## config.mk

```make
export PLATFORM = sky130hd
export DESIGN_NAME = fsr_scan_sequencer
export DESIGN_NICKNAME = d
export VERILOG_FILES = /design/src/rtl/fsr_scan_sequencer.sv
export SDC_FILE = /design/constraint.sdc
export NUM_CORES = 1
export LEC_CHECK = 0
export BUFFER_PORTS_ARGS = -buffer_cell sky130_fd_sc_hd__buf_2
export CELL_PAD_IN_SITES_DETAIL_PLACEMENT = 2
export CELL_PAD_IN_SITES_GLOBAL_PLACEMENT = 2
export CORE_ASPECT_RATIO = 0.8
export CORE_MARGIN = 2
export CORE_UTILIZATION = 36
export DETAILED_ROUTE_END_ITERATION = 10
export HOLD_SLACK_MARGIN = 0.06
export PLACE_DENSITY = 0.9
export SLEW_MARGIN = 20
export SYNTH_ARGS = -nofsm -noshare
export SYNTH_HDL_FRONTEND = slang
export SYNTH_SLANG_ARGS = --single-unit
```

## constraint.sdc

```tcl
create_clock -name CLK100MHZ -period 2.05 [get_ports CLK100MHZ]
set_input_delay 0 -clock CLK100MHZ [delete_from_list [all_inputs] [get_ports CLK100MHZ]]
set_output_delay 0 -clock CLK100MHZ [all_outputs]
set_load 0.01 [all_outputs]
```

## src/rtl/fsr_scan_sequencer.sv

```systemverilog
// fsr_scan_sequencer
// Periodically reads four force-sensing-resistor channels from the XADC
// through its DRP port (vaux2, vaux3, vaux10, vaux11), then turns the
// left/right press pattern into a debounced one-hot direction.
//
// Ports
//   CLK100MHZ     clock, rising edge
//   CPU_RESETN    asynchronous active-low reset
//   daddr/den/dwe DRP request (read only, dwe tied low)
//   drdy/do_in    DRP read response
//   ch0..ch3      latest 12-bit samples of vaux2, vaux3, vaux10, vaux11
//   left_flag, right_flag, neither_flag   debounced direction, one-hot
//   direction_cs  1 while right_flag is set
//   scan_done     one-cycle pulse at the end of every scan
//   timeout_err   sticky, a DRP read never returned drdy
//   overrun_err   sticky, a scan tick was dropped
//
// state  | meaning
// IDLE   | waiting for a scan tick (or a pending one)
// REQ    | den pulse, daddr selects channel r_idx
// WAIT   | waiting for drdy, bounded by TIMEOUT cycles
// NEXT   | advance channel index or finish the reads
// DECIDE | classify press pattern, debounce, update flags
module fsr_scan_sequencer #(
    parameter int unsigned SCAN_DIV = 100000,
    parameter logic [11:0] THRESH   = 12'h800,
    parameter int unsigned DEBOUNCE = 4,
    parameter int unsigned TIMEOUT  = 64
) (
    input  logic        CLK100MHZ,
    input  logic        CPU_RESETN,
    output logic [6:0]  daddr,
    output logic        den,
    output logic        dwe,
    input  logic        drdy,
    input  logic [15:0] do_in,
    output logic [11:0] ch0,
    output logic [11:0] ch1,
    output logic [11:0] ch2,
    output logic [11:0] ch3,
    output logic        left_flag,
    output logic        right_flag,
    output logic        neither_flag,
    output logic        direction_cs,
    output logic        scan_done,
    output logic        timeout_err,
    output logic        overrun_err
);

    localparam int TICK_W = $clog2(SCAN_DIV);
    localparam int TO_W   = $clog2(TIMEOUT + 1);
    localparam logic [TICK_W-1:0] TICK_LAST = TICK_W'(SCAN_DIV - 1);
    localparam logic [TO_W-1:0]   TO_LOAD   = TO_W'(TIMEOUT - 1);
    localparam logic [3:0]        DEB_MIN   = 4'(DEBOUNCE);

    typedef enum logic [2:0] {S_IDLE, S_REQ, S_WAIT, S_NEXT, S_DECIDE} state_t;
    typedef enum logic [1:0] {C_NEITHER, C_LEFT, C_RIGHT} cand_t;

    state_t              r_state;
    logic [TICK_W-1:0]   r_tick_cnt;
    logic [TO_W-1:0]     r_wait_cnt;
    logic [1:0]          r_idx;
    logic [11:0]         r_ch [4];
    logic [6:0]          r_daddr;
    logic                r_den;
    logic                r_pending;
    logic [3:0]          r_stable;
    cand_t               r_prev_cand;
    logic                r_left;
    logic                r_right;
    logic                r_neither;
    logic                r_scan_done;
    logic                r_timeout_err;
    logic                r_overrun_err;

    logic                w_tick;
    logic                w_lp;
    logic                w_rp;
    cand_t               w_cand;
    logic [3:0]          w_stable_nxt;
    logic                w_do_unused;

    function automatic logic [6:0] chan_addr(input logic [1:0] idx);
        case (idx)
            2'd0:    return 7'h12;
            2'd1:    return 7'h13;
            2'd2:    return 7'h1A;
            default: return 7'h1B;
        endcase
    endfunction

    // The XADC result is left-justified; the low nibble is not used.
    assign w_do_unused = ^do_in[3:0];

    assign w_tick = (r_tick_cnt == TICK_LAST);

    assign w_lp = (r_ch[0] >= THRESH) | (r_ch[1] >= THRESH);
    assign w_rp = (r_ch[2] >= THRESH) | (r_ch[3] >= THRESH);
    assign w_cand = (w_lp && !w_rp) ? C_LEFT :
                    (w_rp && !w_lp) ? C_RIGHT : C_NEITHER;
    assign w_stable_nxt = (w_cand == r_prev_cand) ?
                          ((r_stable == 4'hF) ? 4'hF : r_stable + 4'd1) : 4'd1;

    always_ff @(posedge CLK100MHZ or negedge CPU_RESETN) begin
        if (!CPU_RESETN) begin
            r_tick_cnt <= '0;
        end else if (w_tick) begin
            r_tick_cnt <= '0;
        end else begin
            r_tick_cnt <= r_tick_cnt + 1'b1;
        end
    end

    always_ff @(posedge CLK100MHZ or negedge CPU_RESETN) begin
        if (!CPU_RESETN) begin
            r_state       <= S_IDLE;
            r_wait_cnt    <= '0;
            r_idx         <= '0;
            for (int i = 0; i < 4; i++) r_ch[i] <= '0;
            r_daddr       <= '0;
            r_den         <= 1'b0;
            r_pending     <= 1'b0;
            r_stable      <= '0;
            r_prev_cand   <= C_NEITHER;
            r_left        <= 1'b0;
            r_right       <= 1'b0;
            r_neither     <= 1'b1;
            r_scan_done   <= 1'b0;
            r_timeout_err <= 1'b0;
            r_overrun_err <= 1'b0;
        end else begin
            r_den       <= 1'b0;
            r_scan_done <= 1'b0;

            // Only one tick can be queued behind a running scan.
            if (w_tick && (r_state != S_IDLE)) begin
                if (r_pending) r_overrun_err <= 1'b1;
                else           r_pending     <= 1'b1;
            end

            case (r_state)
                S_IDLE: begin
                    if (w_tick || r_pending) begin
                        // A fresh tick arriving while we consume a pending one
                        // stays queued for the following scan.
                        r_pending <= r_pending & w_tick;
                        r_idx     <= 2'd0;
                        r_daddr   <= chan_addr(2'd0);
                        r_den     <= 1'b1;
                        r_state   <= S_REQ;
                    end
                end
                S_REQ: begin
                    r_wait_cnt <= TO_LOAD;
                    r_state    <= S_WAIT;
                end
                S_WAIT: begin
                    if (drdy) begin
                        r_ch[r_idx] <= do_in[15:4];
                        r_state     <= S_NEXT;
                    end else if (r_wait_cnt == '0) begin
                        r_timeout_err <= 1'b1;
                        r_state       <= S_NEXT;
                    end else begin
                        r_wait_cnt <= r_wait_cnt - 1'b1;
                    end
                end
                S_NEXT: begin
                    if (r_idx != 2'd3) begin
                        r_idx   <= r_idx + 2'd1;
                        r_daddr <= chan_addr(r_idx + 2'd1);
                        r_den   <= 1'b1;
                        r_state <= S_REQ;
                    end else begin
                        r_state <= S_DECIDE;
                    end
                end
                S_DECIDE: begin
                    r_prev_cand <= w_cand;
                    r_stable    <= w_stable_nxt;
                    if (w_stable_nxt >= DEB_MIN) begin
                        r_left    <= (w_cand == C_LEFT);
                        r_right   <= (w_cand == C_RIGHT);
                        r_neither <= (w_cand == C_NEITHER);
                    end
                    r_scan_done <= 1'b1;
                    r_state     <= S_IDLE;
                end
                default: r_state <= S_IDLE;
            endcase
        end
    end

    assign daddr        = r_daddr;
    assign den          = r_den;
    assign dwe          = 1'b0;
    assign ch0          = r_ch[0];
    assign ch1          = r_ch[1];
    assign ch2          = r_ch[2];
    assign ch3          = r_ch[3];
    assign left_flag    = r_left;
    assign right_flag   = r_right;
    assign neither_flag = r_neither;
    assign direction_cs = r_right;
    assign scan_done    = r_scan_done;
    assign timeout_err  = r_timeout_err;
    assign overrun_err  = r_overrun_err;

endmodule

```

Word level (Yosys, flattened, before mapping)

Cells that the tools add are included.

Flip-flop bits (word level): 98
Output and inout bits: 64

$add $sub $neg: 4
Order comparisons: 7
Equal/unequal tests: 17
Muxes and demuxes: 30
Bitwise gates (word level): 5
Reductions and logical operators: 21

Operators with widths:

| cell                                                               | count |
|---|---|
| 48-bit bitwise mux                                                 | 1 |
| 12-bit greater-or-equal comparator, second input constant          | 4 |
| 7-bit two-way mux                                                  | 4 |
| 7-bit case mux with 2 select lines                                 | 2 |
| 12-bit demux with 2-bit select                                     | 1 |
| 17-bit by 1-bit adder with 17-bit output, second input constant    | 1 |
| 17-bit == test, second input constant                              | 1 |
| 17-bit two-way mux                                                 | 1 |
| 12-bit two-way mux                                                 | 1 |
| 3-bit two-way mux                                                  | 4 |
| 3-bit case mux with 4 select lines                                 | 1 |
| 4-bit case mux with 3 select lines                                 | 1 |
| 2-bit != test, second input constant                               | 5 |
| 3-bit AND reduction                                                | 3 |
| 2-bit two-way mux                                                  | 4 |
| 4-bit two-way mux                                                  | 2 |
| 2-bit AND reduction                                                | 4 |
| 7-bit zero test                                                    | 1 |
| 7-bit by 1-bit subtractor with 7-bit output, second input constant | 1 |
| 3-bit by 2-bit == test with 1-bit output, second input constant    | 2 |
| 1-bit two-way mux                                                  | 6 |
| 4-bit by 1-bit adder with 4-bit output, second input constant      | 1 |
| 2-bit by 1-bit == test with 1-bit output, second input constant    | 2 |
| 2-bit == test, second input constant                               | 2 |
| 22 further kinds                                                   | 29 |

Logic depth before layout (Yosys ltp)

Depth in word-level cells: 10
Gate-level depth with buffers: 7
Depth with buffers taken out: 7

Worst setup path after synthesis

No wires, ideal clock.

Kind: reg2reg
Start point: reg r_ch (netlist bit ch2[11])
End point: reg r_right, in the netlist direction_cs
Setup time: 0.128 ns
Arrival time: 1.796 ns
Slack: 0.127 ns
Cell stages (with the launch flop): 7
Buffers on the path: 0
Path through: dfrtp_1 > or2_2 > ha_1 > xor2_1 > nor2_1 > o211ai_1 > mux2_1

Word-level cells in the longest chain between the ends: 9
Elaborated cells on any way between the ends: 12
Those cells by class: order compare: 2; eq/ne: 2; mux: 3; bitwise: 1; reduce/logical: 4

RTL lines:

| element                                                       | line    | text |
|---|---|---|
| start, declared                                               | 63      | `logic [11:0] r_ch [4];` |
| start signal, assigned by index                               | 159     | `r_ch[r_idx] <= do_in[15:4];` |
| 12-bit greater-or-equal comparator *                          | 98      | `assign w_rp = (r_ch[2] >= THRESH) \| (r_ch[3] >= THRESH);` |
| 1-bit OR *                                                    | 98      |  |
| 1-bit logical AND / 1-bit zero test (equally long branches)   | 100, 99 |  |
| 2-bit two-way mux / 1-bit logical AND (equally long branches) | 100, 99 |  |
| 2-bit two-way mux *                                           | 99      | `assign w_cand = (w_lp && !w_rp) ? C_LEFT :` |
| net w_cand[1]                                                 | 79      | `cand_t w_cand;` |
| 2-bit == test                                                 | 101     | `assign w_stable_nxt = (w_cand == r_prev_cand) ?` |
| 4-bit two-way mux                                             | 101     |  |
| 4-bit by 3-bit greater-or-equal comparator with 1-bit output  | 181     | `if (w_stable_nxt >= DEB_MIN) begin` |
| 2-bit AND reduction (no line)                                 | n/a     |  |
| end signal, assigned                                          | 183     | `r_right <= (w_cand == C_RIGHT);` |
| end, declared                                                 | 70      | `logic r_right;` |

The timed path passes the listed nets; every way through them passes the cells marked *.
A chain may end at the register's enable or synchronous reset.

Worst setup path in the final report

Start point: reg r_wait_cnt[0]
End point: reg r_wait_cnt[6]

Word-level cells in the longest chain between the ends: 4
Elaborated cells on any way between the ends: 7
Those cells by class: add/sub: 1; eq/ne: 1; mux: 3; reduce/logical: 2

RTL lines:

| element                                     | line | text |
|---|---|---|
| start, declared                             | 61   | `logic [TO_W-1:0] r_wait_cnt;` |
| start signal, assigned                      | 165  | `r_wait_cnt <= r_wait_cnt - 1'b1;` |
| 7-bit by 1-bit subtractor with 7-bit output | 165  |  |
| 7-bit two-way mux                           | 161  | `end else if (r_wait_cnt == '0) begin` |
| 7-bit two-way mux                           | 158  | `if (drdy) begin` |
| 7-bit case mux with 2 select lines          | 141  | `case (r_state)` |

Several ways; a longest one is shown, not always the timed one. The select of a mux whose other input is x is not followed.

==> summary.md <==
| Metric | Value |
|---|---|
| Largest net degree at the start of global routing | `51` |
| Max Fclk | `503.3 MHz` |
| Drt first-iter violations | `93` |
| Post-route DRC | `0` |
| Routed WL | `13.86 mm` |
| Synth cell types | `51` |
| Share of layout cells above drive strength 1 | `27.93%` |
| Mapped Area | `4044 um^2` |
| #FFs+latches synth | `92` |
| Post-Syn Instances | `320` |
| Post-synth EDFFs | `0` |
| TritonCTS Buffers | `9` |
| Max cap viols | `0` |
| Cell Pwr Density | `724.3 nW/um^2` |
| Slew Limit Fails | `0` |
| Congestion Overflow GR | `0` |
| Endpoints failing hold | `0` |
| GRT Total Usage | `24.44%` |
| DR vias | `3003` |
| R2R Path Start | `r_wait_cnt[0]` |
| Pleak | `2.698 nW` |
| Skew final | `0.009699 ns` |
| Die ar. | `12100 um^2` |
| CP Capture Type | `register` |
| Clock Sinks | `92` |
| Worst-margin pin slew | `0.6233 ns` |
| CTS Buffer Depth | `2` |
| HPWL after DPL | `8.758 mm` |
| DIE HEIGHT | `98.80 um` |
| Worst hold path class | `in -> async` |
| Ys async rst share | `100.0%` |
| Relative slew slack | `58.36%` |
| Min Tclk post-route | `1.987 ns` |
| Avg WL per Cell | `24.31 um` |
| Final Util | `47.27%` |
| Area delta synth->final | `27.29%` |
| Critical path startpoint category | `register` |
| FF+latch area | `2303 um^2` |
| CTS tree | `yes` |
| Vias in the first global route | `3553` |
| IO Pins | `83` |
| Primary FF master, synth | `dfrtp_1` |
| Data arrival, critical path | `2.22 ns` |
| Antenna cells | `0` |
| Initial Util | `37.13%` |
| Final setup viols | `0` |
| Nets@finish | `449` |
| CP Class | `reg -> reg` |
| Buffers on Ports | `74` |
| Htree depth | `3` |
| Post-DRT Antenna Nets | `0` |
| Crit path required time | `2.29 ns` |
| Peak supply drop | `0.4251 mV` |
| DRT Pass-1 Iters | `4` |
| Via density per instance | `5.268` |
| Clk_lat worst skew | `0.35 ns` |
| GP Congestion | `0.8085` |
| R2R cell count | `6` |
| Avg Inst Size Synth | `12.64 um^2` |
| Register-to-register setup slack | `0.06 ns` |
| Critical path peak fanout | `4` |
| Fin crit share | `96.92%` |
| Final Cell Area | `5147 um^2` |
| Root buffer cell | `clkbuf_16` |
| Status | `finished, final reports clean` |
| Reg2reg end | `r_wait_cnt[6]` |
| Clk slew on worst S/H paths | `0.07 ns` |
| Die width | `122.5 um` |
| FILL cells | `1092` |
| Antenna violations before repair | `0` |
| Placed Area | `4607 um^2` |
| Yosys warnings | `0` |
| Sequential fraction of the synthesis area | `56.96%` |
| CORE AREA | `10890 um^2` |
| Area taken by multi-input logic gates | `1670 um^2` |
| First-pass GRT wire length | `21.45 mm` |
| Standard-cell row count | `34` |
[state kept, by name (all words and copies together) (netlist names), 3 cells and up]
signal      flops
r_tick_cnt     17
r_wait_cnt      7
ch3            12
ch0            12
ch2            12
ch1            12
r_state         3
r_stable        4
[cells in the final DEF (no fill, tap or decap), types with 6 or more instances in the layout]
master | synthesis | layout
nand4_1 | 8 | 8
buf_2 | 5 | 73
dlygate4sd3_1 | 0 | 14
mux2_1 | 53 | 52
xnor2_1 | 6 | 6
dfrtp_1 | 91 | 91
nand2_1 | 18 | 18
xor2_1 | 10 | 10
a21oi_1 | 8 | 8
inv_1 | 9 | 7
ha_1 | 9 | 6
clkbuf_16 | 0 | 9
buf_4 | 6 | 15
nand3_1 | 7 | 7
nor2_1 | 19 | 18
[how the worst max path moves through the flow]
stage | start | end
after global routing | r_wait_cnt[1] | r_wait_cnt[0]
after CTS | ch2[11] | left_flag
final | r_wait_cnt[0] | r_wait_cnt[6]
after detailed placement | r_wait_cnt[0] | r_wait_cnt[5]
after floorplan | ch2[11] | direction_cs
after global placement | r_wait_cnt[0] | r_wait_cnt[6]
[cell type report]
cell class,instances,share of cell area [%]
multi-input combinational,205,32.45
timing repair buffer,103,12.40
tap,144,3.500
sequential,92,44.75
inverter,10,0.7292
clock inverter,6,1.726
clock buffer,10,4.448
[cell usage after synthesis (all sizes together) (4+ instances only)]
library cell / instances / share of area (%)
dfrtp: 91 / 56
a21oi: 8 / 0.99
buf: 11 / 1.7
mux2: 53 / 15
nor2: 19 / 1.8
nand3: 7 / 0.87
nand2: 18 / 1.7
ha: 9 / 2.8
and4b: 4 / 0.99
xnor2: 6 / 1.3
o21ai: 6 / 0.74
xor2: 10 / 2.2
and4: 4 / 0.87
clkbuf: 5 / 0.46
nand4: 8 / 1.2
inv: 10 / 0.93
[routing by layer]
metal | vias to the layer above | global-route usage (%) | part of all wire [%]
met5 | - | 0 | 0
met3 | 26 | 5.324 | 3.2
li1 | 1337 | - | -
met4 | 0 | 9.903 | 3.2
met2 | 79 | 46.32 | 57
met1 | 1561 | 25.97 | 37
[cells by family (layout without fill, tap and decap cells)]
| logic type | count (synthesis) | count (layout) | share of synthesized area [%] |
|---|---|---|---|
| other | 1 | 4 | 0.09273 |
| AND/OR/NAND/NOR | 87 | 87 | 12.22 |
| buffers and inverters | 26 | 129 | 3.125 |
| multiplexers | 56 | 56 | 15.50 |
| adder cells (fa/ha/maj) | 10 | 10 | 3.032 |
| AO/OA/AOI/OAI | 32 | 32 | 5.601 |
| XOR/XNOR | 16 | 16 | 3.465 |
| flip-flops | 92 | 92 | 56.96 |
[stage by stage]
step	worst slack, ns	setup TNS [ns]	power [mW]	cells	hold WS [ns]
2_1_floorplan	0.1267	0	1.859	323	-0.2956
3_3_place_gp	0.1344	0	1.914	535	0.02318
3_5_place_dp	-0.01793	-0.03436	1.919	535	0.03734
4_1_cts	0.004673	0	3.753	566	0.2019
5_1_grt	-0.003944	-0.003944	3.836	570	0.2396
6_report	0.06306	0	3.728	570	0.1914
[timing repair]
item	in CTS	in global routing
pin swaps	1	3
resized for setup	2	10
hold endpoints to repair	91	0
setup buffers	1	4
endpoints found under the setup margin	5	37
hold buffers	14	0
[worst max-delay path: stages (launching register included)]
cell and delay (ns):
dfrtp_1 0.40, inv_2 0.09, ha_4 0.13, or4b_4 0.49
or2_1 0.27, o41a_1 0.32, o21a_1 0.18
[report_power, final]
group,internal (mW),switching [mW]
registers,1.81,0
logic,0.0325,0.0590
clock network,1.07,0.752
Power figures use the tool's default switching activity.
